==> config.mk <==
export PLATFORM = sky130hd
export DESIGN_NAME = sqrt_calculator_pipe_param
export DESIGN_NICKNAME = d
export VERILOG_FILES = /design/src/rtl/sqrt_pkg.sv /design/src/rtl/sqrt_step.sv /design/src/rtl/sqrt_calculator_pipe_param.sv
export SDC_FILE = /design/constraint.sdc
export NUM_CORES = 1
export LEC_CHECK = 0
export BUFFER_PORTS_ARGS = -buffer_cell sky130_fd_sc_hd__clkbuf_2
export CORE_ASPECT_RATIO = 2
export CORE_MARGIN = 1
export CORE_UTILIZATION = 57
export DETAILED_ROUTE_END_ITERATION = 8
export GPL_TIMING_DRIVEN = 0
export PLACE_DENSITY_LB_ADDON = 0.05
export SLEW_MARGIN = 20
export SYNTH_ARGS = -nofsm -noshare
export SYNTH_HDL_FRONTEND = slang
export SYNTH_SLANG_ARGS = --single-unit
==> constraint.sdc <==
create_clock -name clk -period 2.4 [get_ports clk]
set_input_delay 0.12 -clock clk [delete_from_list [all_inputs] [get_ports clk]]
set_output_delay 0.12 -clock clk [all_outputs]
set_load 0.01 [all_outputs]
==> src/rtl/sqrt_pkg.sv <==
// Shared types and width helpers for the iterative square-root unit and its step cell.
package sqrt_pkg;

  typedef enum logic [1:0] {
    IDLE = 2'd0,
    CALC = 2'd1,
    FIN  = 2'd2
  } state_t;

  function automatic int root_width(input int in_w, input int frac_w);
    return in_w / 2 + frac_w;
  endfunction

  // The partial remainder never exceeds 2*root, so one extra bit over the root suffices.
  function automatic int rem_width(input int in_w, input int frac_w);
    return root_width(in_w, frac_w) + 1;
  endfunction

  function automatic int cnt_width(input int n);
    return $clog2(n + 1);
  endfunction

endpackage

==> src/rtl/sqrt_step.sv <==
// One digit-by-digit square-root iteration: brings in two radicand bits, tries {root,01}.
module sqrt_step #(
  parameter int N = 8
) (
  input  logic [N:0]   rem_i,
  input  logic [N-1:0] root_i,
  input  logic [1:0]   bits_i,
  output logic [N:0]   rem_o,
  output logic [N-1:0] root_o
);

  logic [N+2:0] shifted;
  logic [N+2:0] trial;
  logic [N+2:0] diff;
  logic         ge;

  assign shifted = {rem_i, bits_i};
  assign trial   = {1'b0, root_i, 2'b01};
  assign diff    = shifted - trial;
  assign ge      = (shifted >= trial);

  // Root MSB is always zero before the final step, so truncation loses nothing.
  assign rem_o  = (N+1)'(ge ? diff : shifted);
  assign root_o = N'({root_i, ge});

endmodule

==> src/rtl/sqrt_calculator_pipe_param.sv <==
// Iterative integer/fixed-point square root with start/done handshake, remainder and error flag.
module sqrt_calculator_pipe_param
  import sqrt_pkg::*;
#(
  parameter int IN_W      = 16,
  parameter int FRAC_W    = 0,
  parameter int SIGNED_IN = 1
) (
  input  logic                     clk,
  input  logic                     rst,
  input  logic                     start,
  input  logic [IN_W-1:0]          in,
  output logic [IN_W/2+FRAC_W-1:0] out,
  output logic [IN_W/2+FRAC_W:0]   rem,
  output logic                     error,
  output logic                     done,
  output logic                     busy
);

  localparam int RW  = IN_W + 2 * FRAC_W;
  localparam int N   = root_width(IN_W, FRAC_W);
  localparam int RMW = rem_width(IN_W, FRAC_W);
  localparam int CW  = cnt_width(N);

  state_t          state_q;
  logic [RW-1:0]   rad_q;
  logic [N-1:0]    root_q;
  logic [RMW-1:0]  prem_q;
  logic [CW-1:0]   cnt_q;
  logic            err_q;
  logic [N-1:0]    out_q;
  logic [RMW-1:0]  rem_q;
  logic            error_q;
  logic            done_q;

  logic [N-1:0]    root_d;
  logic [RMW-1:0]  prem_d;
  logic [RW-1:0]   rad_load;
  logic            neg_in;

  assign rad_load = RW'(in) << (2 * FRAC_W);
  assign neg_in   = (SIGNED_IN != 0) && in[IN_W-1];

  sqrt_step #(
    .N(N)
  ) u_step (
    .rem_i  (prem_q),
    .root_i (root_q),
    .bits_i (rad_q[RW-1 -: 2]),
    .rem_o  (prem_d),
    .root_o (root_d)
  );

  always_ff @(posedge clk or negedge rst) begin
    if (!rst) begin
      state_q <= IDLE;
      rad_q   <= '0;
      root_q  <= '0;
      prem_q  <= '0;
      cnt_q   <= '0;
      err_q   <= 1'b0;
      out_q   <= '0;
      rem_q   <= '0;
      error_q <= 1'b0;
      done_q  <= 1'b0;
    end else begin
      case (state_q)
        IDLE: begin
          if (start) begin
            if (neg_in) begin
              err_q   <= 1'b1;
              state_q <= FIN;
            end else begin
              err_q   <= 1'b0;
              rad_q   <= rad_load;
              root_q  <= '0;
              prem_q  <= '0;
              cnt_q   <= CW'(N);
              state_q <= CALC;
            end
          end
        end
        CALC: begin
          rad_q  <= rad_q << 2;
          root_q <= root_d;
          prem_q <= prem_d;
          cnt_q  <= cnt_q - CW'(1);
          if (cnt_q == CW'(1)) begin
            state_q <= FIN;
          end
        end
        FIN: begin
          // First FIN cycle publishes the result; second one drops done and returns to IDLE.
          if (!done_q) begin
            done_q  <= 1'b1;
            out_q   <= err_q ? '0 : root_q;
            rem_q   <= err_q ? '0 : prem_q;
            error_q <= err_q;
          end else begin
            done_q  <= 1'b0;
            state_q <= IDLE;
          end
        end
        default: begin
          state_q <= IDLE;
        end
      endcase
    end
  end

  assign busy  = (state_q != IDLE);
  assign out   = out_q;
  assign rem   = rem_q;
  assign error = error_q;
  assign done  = done_q;

endmodule
==> results.ini, run 1 <==
[hold_path]
min_path_cells=2
hold_path.class=in2reg

[layout]
fillers=418
register_area_mm2=0.00148
nets=396
drive_above_1_share=0.181
multi_input_area_mm2=0.00139
n_antenna_cell=0
areaGrowthSynthToFinish_pct=17.5

[routing]
route.detailed.drc=0
wl_met1_mm=2.42
viasPerCell=5.58
ant_nets=0
routedWlPerCell_um=15.7
initialDrtViolationCount=41
wl_met2_mm=3.87
routed_wl_mm=6.71
drtPass1Iterations=5
vias=2384
dr.max_layer_used=met4
met3_length_um=194

[floorplanning]
start_util=0.601
fp.dieW_um=53.1
rows=36
ios=39
die-area_mm2=0.00553
die_y_um=104
core-area_mm2=0.00495

[pwr]
finalPower_w=0.00526
p_leak_nw=1.60
irDropWorstVdd_uv=929
p_per_area_mw_per_mm2=1500

[yosys]
synth_common_cells=dfrtp_1 (59), nand2_1 (57), o21ai_0 (38)
avgSynthCellArea_um2=9.54
synth-main-ff-cell=dfrtp_1
ys_seq_area_frac=0.496
synth-edff-count=0
synth_top_cell_by_area=dfrtp_1
syn_area_mm2=0.00298
synth_area_leaders=dfrtp_1 (50%), nand2_1 (7.2%), o21ai_0 (6.4%)
syn_inst=312
yosysMostFrequentCell=dfrtp_1
async_flop_share=1.00
yosys_warnings=0
ys_ff_latch=59
syn_nets=343
synth_top_area_frac=0.496
synth.distinct_cells=43

[timing]
finClkSkew_ps=8.48
rsz0062_at_grt=no
fin_crit_sh=0.947
finalSetupTns_ps=0
tightest_slew_ps=560
relSlewSlack=0.626
fmax_mhz=440
setup_violations=0
finalCriticalPeriod_ps=2270
hold_viol_final=0
report.final.slew_viol_count=0

[setup_path]
critPathBufInv=1
required_ps=2620
path_class=reg2reg
cp-end-kind=flip-flop
crit_chain=ha_2 > or3_1 > o221ai_4 > a21oi_4 > or2_1 > buf_6 > a221o_1
cp_slowest_cell=or3_1
cp.depth=7
path_delay_family=simple AND/OR/NAND/NOR gates
reg2reg_depth=7
critPathLaunchType=flip-flop
worstPathArrival_ps=2490
slowest_delay_ps=430
cp_max_fo=10

[place]
routabilityCongestion=0.854
io_buffers=38
hpwl_mm=4.99

[job]
max-cap-violations=0

[cts]
cts.htree.levels=3
clk_latency_ps=340
root_buffer=clkbuf_8
cts_sinks=59
clock_path_buffers=2
clk_pin_slew_ps=60
cts_tree=built
numCtsBuffers=9

[global_routing]
grt_pass1_wl_mm=11.2
grtUsageTotal=0.286
gr-total-overflow=0
antenna_found_initial=0
grt_max_degree=33
grt_pass1_vias=2444

[status]
status=completed

## layer usage
layer | GRT usage | vias up
met5 | 0 | -
met4 | 0.162 | 0
met3 | 0.0629 | 15
met2 | 0.508 | 56
met1 | 0.286 | 1127
li1 | - | 1186
## worst reg2reg max path: stages, from the launching register on
cell and delay (ps):
dfrtp_1 420, ha_2 230, or3_1 430, o221ai_4 240
a21oi_4 140, or2_1 250, buf_6 140, a221o_1 300
## final timing paths
| path | slack [ps] | end | startpoint |
|---|---|---|---|
| min in group asynchronous | 270 | prem_q[7]$_DFFE_PN0P_ | rst |
| max in group asynchronous | 1650 | rem[2]$_DFFE_PN0P_ | rst |
| hold reg to reg | 470 | out[5]$_DFFE_PN0P_ | out[5]$_DFFE_PN0P_ |
| setup reg to reg | 130 | prem_q[2]$_DFFE_PN0P_ | prem_q[0]$_DFFE_PN0P_ |
| setup / recovery | 130 | prem_q[2]$_DFFE_PN0P_ | prem_q[0]$_DFFE_PN0P_ |
| hold / removal | 70 | cnt_q[3]$_DFFE_PN0P_ | in[15] |
## repair_timing
item / in CTS / in global routing
setup endpoints to repair: 0 / 5
hold endpoints to repair: 29 / 0
hold buffers: 3 / 0
buffers inserted: 0 / 0
resized for setup: 0 / 7
## area by class of cell
type / count / share of cell area
plain buffers: 17 / 0.0211
clock buffers: 12 / 0.0443
clock inverters: 4 / 0.00715
inverters: 18 / 0.0193
multi-input cells: 218 / 0.396
flip-flops and latches: 59 / 0.422
well taps: 57 / 0.0204
repair buffers: 42 / 0.0694
## placed cells by master, fill, tap and decap left out, types with 5 or more instances in the layout
| cell type | count |
|---|---|
| a21oi_1 | 7 |
| nand2_1 | 57 |
| dfrtp_1 | 59 |
| o31ai_1 | 9 |
| nor3_1 | 6 |
| clkbuf_8 | 11 |
| clkbuf_1 | 14 |
| nand2b_1 | 10 |
| ha_1 | 9 |
| mux2i_1 | 14 |
| clkbuf_2 | 38 |
| nor2_1 | 14 |
| inv_1 | 18 |
| o211ai_1 | 5 |
| o21ai_0 | 38 |
## registers in the layout, summed over array words and instances (netlist names)
register  cells
rad_q        16
prem_q        9
rem           9
out           8
root_q        8
cnt_q         4
state_q       2
done          1
err_q         1
error         1
## where the power goes
part | leakage, nW | internal (W) | switching (W)
sequential | 0.769 | 0.00141 | 0.000281
combinational | 0.738 | 0.00111 | 0.00165
clock | 0.0884 | 0.000427 | 0.000383
## logic make-up (layout without fill, tap and decap cells)
family | after synthesis | count (layout) | synth area share
and+or+nand+nor | 102 | 102 | 0.154
AOI/OAI and AO/OA | 84 | 84 | 0.186
DFF | 59 | 59 | 0.496
buffers and inverters | 35 | 93 | 0.0471
muxes | 16 | 16 | 0.0546
adders and majority gates | 12 | 12 | 0.0504
xor gates and xnor gates | 4 | 4 | 0.0118
## through the flow
step | instance area [µm²] | instances | util | hold WS [ps] | worst slack, ps
6_report | 3500 | 427 | 0.706 | 66.6 | 128
5_1_grt | 3500 | 427 | 0.706 | 63.7 | 31.0
4_1_cts | 3470 | 427 | 0.701 | 57.1 | 70.4
3_5_place_dp | 3260 | 408 | 0.658 | 103 | 86.6
3_3_place_gp | 3240 | 407 | 0.654 | 344 | 104
2_1_floorplan | 2980 | 312 | - | -176 | 304
No activity file was read; power rests on OpenSTA's default activity.
==> run 2, diff against run 1 <==
--- a/config.mk
+++ b/config.mk
@@ -12,6 +12,7 @@
 export DETAILED_ROUTE_END_ITERATION = 8
 export GPL_TIMING_DRIVEN = 0
 export PLACE_DENSITY_LB_ADDON = 0.05
+export REMOVE_ABC_BUFFERS = 1
 export SLEW_MARGIN = 20
 export SYNTH_ARGS = -nofsm -noshare
 export SYNTH_HDL_FRONTEND = slang
==> run 2 against run 1 <==
- non-clock buffer count fell by 16
- critical path depth is 1 lower
- sequential power increased by 4%
- flip-flop and latch count did not move
- largest cell class unchanged
- largest power group unchanged
==> results.ini, run 2 (synthesis gave the netlist of run 1 again) <==
[cts]
numCtsBuffers=9
clk_pin_slew_ps=60
cts_tree=built
cts.htree.levels=3
root_buffer=clkbuf_8
clock_path_buffers=2
clk_latency_ps=330
cts_sinks=59

[timing]
hold_viol_final=0
setup_violations=0
rsz0062_at_grt=no
fin_crit_sh=0.956
tightest_slew_ps=653
finClkSkew_ps=7.35
fmax_mhz=436
relSlewSlack=0.565
report.final.slew_viol_count=0
finalCriticalPeriod_ps=2290

[floorplanning]
fp.dieW_um=53.1
die_y_um=104
rows=36
core-area_mm2=0.00495
start_util=0.601
die-area_mm2=0.00553
ios=39

[setup_path]
required_ps=2610
endpoint=prem_q[0]$_DFFE_PN0P_
worstReg2RegStart=prem_q[2]$_DFFE_PN0P_
critPathLaunchType=flip-flop
worstPathArrival_ps=2510
r2r_setup_slack_ps=110
startpoint=prem_q[2]$_DFFE_PN0P_
path_class=reg2reg
r2r_end=prem_q[0]$_DFFE_PN0P_
cp_max_fo=10
cp-end-kind=flip-flop
reg2reg_depth=6

[pwr]
p_per_area_mw_per_mm2=1520
irDropWorstVdd_uv=965
p_leak_nw=1.61

[layout]
largest_reg_flops=16
fin_util=0.706
register_area_mm2=0.00148
multi_input_area_mm2=0.00139
final_cells=411
top_register=rad_q
final_cell_mix=dfrtp_1 (59), nand2_1 (57), o21ai_0 (37), clkbuf_2 (37), inv_1 (18)
areaGrowthSynthToFinish_pct=17.5
drive_above_1_share=0.189
nets=380
final_common_cell=dfrtp_1
fillers=406
n_antenna_cell=0

[routing]
routedWlPerCell_um=15.1
dr.max_layer_used=met4
routed_wl_mm=6.22
drtPass1Iterations=4
route.detailed.drc=0
wl_met2_mm=3.43
met3_length_um=222
ant_nets=0
wl_met1_mm=2.39
initialDrtViolationCount=44
viasPerCell=5.70
vias=2342

[global_routing]
antenna_found_initial=0
grtUsageTotal=0.260
grt_pass1_wl_mm=10.5
gr-total-overflow=0
grt_max_degree=38
grt_pass1_vias=2359

[place]
dp.cells=393
io_buffers=38
hpwl_mm=4.48
routabilityCongestion=0.872

[job]
max-cap-violations=0

[status]
status=completed

[hold_path]
hold_path.class=in2reg

run 2: power by group:
part           leakage [nW]  switching [W]  internal [W]  total (W)
Clock                 0.103       0.000383      0.000581   0.000964
Combinational         0.736        0.00150       0.00110    0.00260
Sequential            0.769       0.000337       0.00141    0.00175
run 2: how the worst min path moves through the flow:
stage	start	cells after the start	to	slack, ps
floorplan	rst	0	cnt_q[0]$_DFFE_PN0P_	-180
global placement	in[1]	2	rad_q[1]$_DFFE_PN0P_	340
detailed placement	rst	1	rem[6]$_DFFE_PN0P_	80
CTS	in[1]	2	rad_q[1]$_DFFE_PN0P_	2
global route	in[1]	2	rad_q[1]$_DFFE_PN0P_	20
finish	in[1]	2	rad_q[1]$_DFFE_PN0P_	20
run 2: metal layers:
layer | track usage | vias to the layer above
li1 | - | 1158
met1 | 0.267 | 1124
met2 | 0.459 | 45
met3 | 0.0643 | 15
met4 | 0.130 | 0
met5 | 0 | -
run 2: stage by stage:
| stage | instance area, µm² | hold WS [ps] | setup slack [ps] | total power [W] | TNS [ps] |
|---|---|---|---|---|---|
| after global routing | 3500 | 17.0 | 4.53 | 0.00576 | 0 |
| after detailed placement | 3260 | 81.3 | -75.5 | 0.00434 | -527 |
| after global placement | 3170 | 343 | -1020 | 0.00415 | -30190 |
| after floorplan | 2900 | -176 | -105 | 0.00348 | -351 |
| after CTS | 3490 | 2.33 | 0.842 | 0.00534 | 0 |
| final | 3500 | 16.2 | 106 | 0.00531 | 0 |
run 2: layout make-up:
class / count / share of cell area
clock buffers: 11 / 0.0376
inverters: 18 / 0.0193
well taps: 57 / 0.0204
flip-flops and latches: 59 / 0.422
repair buffers: 43 / 0.0823
multi-input cells: 218 / 0.396
clock inverters: 5 / 0.0222
run 2: repair_timing:
| item | in CTS | in global routing |
|---|---|---|
| resized for setup | 1 | 1 |
| setup endpoints to repair | 9 | 9 |
| hold endpoints to repair | 26 | 0 |
| hold buffers | 2 | 0 |
| buffers inserted | 0 | 0 |
run 2: critical path: stages (launching register included):
cell and delay, ps:
dfrtp_1 420, ha_1 320, or3_1 380, o221ai_2 220
a21oi_2 190, or2_4 330, a221o_1 310
==> run 3, diff against run 2 <==
--- a/config.mk
+++ b/config.mk
@@ -7,7 +7,7 @@
 export LEC_CHECK = 0
 export BUFFER_PORTS_ARGS = -buffer_cell sky130_fd_sc_hd__clkbuf_2
 export CORE_ASPECT_RATIO = 2
-export CORE_MARGIN = 1
+export CORE_MARGIN = 8
 export CORE_UTILIZATION = 57
 export DETAILED_ROUTE_END_ITERATION = 8
 export GPL_TIMING_DRIVEN = 0
==> run 3 against run 2 <==
- utilization decreased by 2.4 points
- non-clock buffer count increased by 1
- combinational power increased by 2%
- die area increased by 43%
- wire length increased by 6.9%
- sequential share of layout area increased by 0.27 points
- critical path type unchanged
==> results.ini, run 3 (synthesis gave the netlist of run 1 again) <==
[status]
status=completed

[floorplanning]
start_util=0.585
ios=39
rows=37
fp.dieW_um=67.1
die-area_mm2=0.00793
core-area_mm2=0.00509
die_y_um=118

[setup_path]
cp_max_fo=11
worstPathArrival_ps=2550
worstReg2RegStart=prem_q[6]$_DFFE_PN0P_
slowest_delay_ps=450
critPathLaunchType=flip-flop
critPathBufInv=0
required_ps=2630
path_delay_family=compound AO/OA/AOI/OAI gates
reg2reg_depth=6
r2r_setup_slack_ps=80
startpoint=prem_q[6]$_DFFE_PN0P_
crit_chain=ha_1 > a21o_1 > a211oi_1 > o21ai_2 > or2_4 > a221o_1
cp_slowest_cell=dfrtp_1
r2r_end=prem_q[4]$_DFFE_PN0P_
cp-end-kind=flip-flop
cp.depth=6
path_class=reg2reg
endpoint=prem_q[4]$_DFFE_PN0P_

[cts]
clock_path_buffers=2
cts_sinks=59
cts_tree=built
clk_pin_slew_ps=60
cts_setup_buffers=0
clk_latency_ps=340
numCtsBuffers=9
root_buffer=clkbuf_8
cts.htree.levels=3

[routing]
ant_nets=0
routedWlPerCell_um=16.1
drtPass1Iterations=4
initialDrtViolationCount=84
vias=2351
routed_wl_mm=6.65
route.detailed.drc=0
viasPerCell=5.71

[timing]
relSlewSlack=0.581
fin_crit_sh=0.968
tightest_slew_ps=629
report.final.slew_viol_count=0
fmax_mhz=431
setup_violations=0
finalCriticalPeriod_ps=2320
finClkSkew_ps=6.10
rsz0062_at_grt=no
hold_viol_final=0

[layout]
n_antenna_cell=0
final_cell_mix=dfrtp_1 (59), nand2_1 (57), o21ai_0 (37), clkbuf_2 (37), inv_1 (18)
areaGrowthSynthToFinish_pct=16.8
fin_util=0.683
top_register=rad_q
fillers=443
drive_above_1_share=0.184
final_common_cell=dfrtp_1
largest_reg_flops=16
final_cells=412
nets=381
stdcell_area_mm2=0.00348

[pwr]
p_sw_w=0.00224
sw_frac_of_total=0.429
cellInternalPower_w=0.00298
p_per_area_mw_per_mm2=1500
p_leak_nw=1.60
combPwrFrac=0.505
sequentialPowerShare=0.335
p_clk_frac=0.160
irDropWorstVdd_uv=1290

[place]
routabilityCongestion=0.886
place_area_mm2=0.00326
io_buffers=38
hpwl_mm=4.79
dp.cells=394

[job]
max-cap-violations=0

[hold_path]
hold_path.class=in2reg

[global_routing]
grt_pass1_vias=2489
gr-total-overflow=0
grtUsageTotal=0.181
grt_max_degree=38
grt_pass1_wl_mm=11.1
antenna_found_initial=0

[run 3: changes by cell type in the layout (fill, tap and decap cells not counted), sizes merged]
cell / delta
bufinv: -1
clkbuf: +1
clkinvlp: -1
dlygate4sd3: +1
[run 3: worst min path at each step]
stage | startpoint | end | slack [ps] | cells past startpoint
final | in[15] | cnt_q[3]$_DFFE_PN0P_ | 50 | 2
after global routing | in[15] | cnt_q[3]$_DFFE_PN0P_ | 60 | 2
after CTS | in[15] | cnt_q[3]$_DFFE_PN0P_ | 40 | 2
after detailed placement | rst | rem[6]$_DFFE_PN0P_ | 90 | 1
after global placement | in[0] | rad_q[0]$_DFFE_PN0P_ | 340 | 2
after floorplan | rst | cnt_q[0]$_DFFE_PN0P_ | -180 | 0
[run 3: final cells by class]
cell class / instances / area, µm² / area share
clock buffer: 12 / 135 / 0.0389
multi-input combinational: 218 / 1390 / 0.399
timing repair buffer: 44 / 298 / 0.0857
tap: 58 / 72.6 / 0.0209
clock inverter: 3 / 40.0 / 0.0115
inverter: 18 / 67.6 / 0.0194
sequential: 59 / 1480 / 0.425
[run 3: power by group through the flow]
stage	Combinational, W	Sequential, W	Clock, W
final	0.00264	0.00175	0.000834
after detailed placement	0.00260	0.00176	0
after floorplan	0.00176	0.00172	0
after CTS	0.00265	0.00175	0.000852
after global placement	0.00243	0.00173	0
after global routing	0.00292	0.00180	0.000886
[run 3: through the flow]
stage          total power [W]  TNS [ps]  hold WS, ps  setup slack, ps
6_report               0.00521         0         47.5             77.4
5_1_grt                0.00561         0         57.2             15.3
4_1_cts                0.00525         0         35.4             86.8
3_5_place_dp           0.00437     -1040         91.9             -145
3_3_place_gp           0.00416    -30910          342            -1040
2_1_floorplan          0.00348      -351         -176             -105
[run 3: routing by layer]
layer  vias up  track usage  part of all wire
li1       1161            -                 -
met1      1112        0.174              0.37
met2        55        0.318              0.54
met3        23       0.0303             0.041
met4         0        0.141             0.046
met5         -            0                 0
[run 3: timing repair]
| item | 4_1_cts | 5_1_grt |
|---|---|---|
| hold buffers | 3 | 0 |
| endpoints found under the setup margin | 9 | 0 |
| resized for setup | 2 | 0 |
| endpoints found under the hold margin | 28 | 0 |
[run 3: worst reg2reg max path: cells and delay by family, from the launching register on]
kind | cells | cell delay, ps
flops | 1 | 450
fa+ha+maj | 1 | 380
simple gates | 1 | 360
compound gates | 4 | 1020
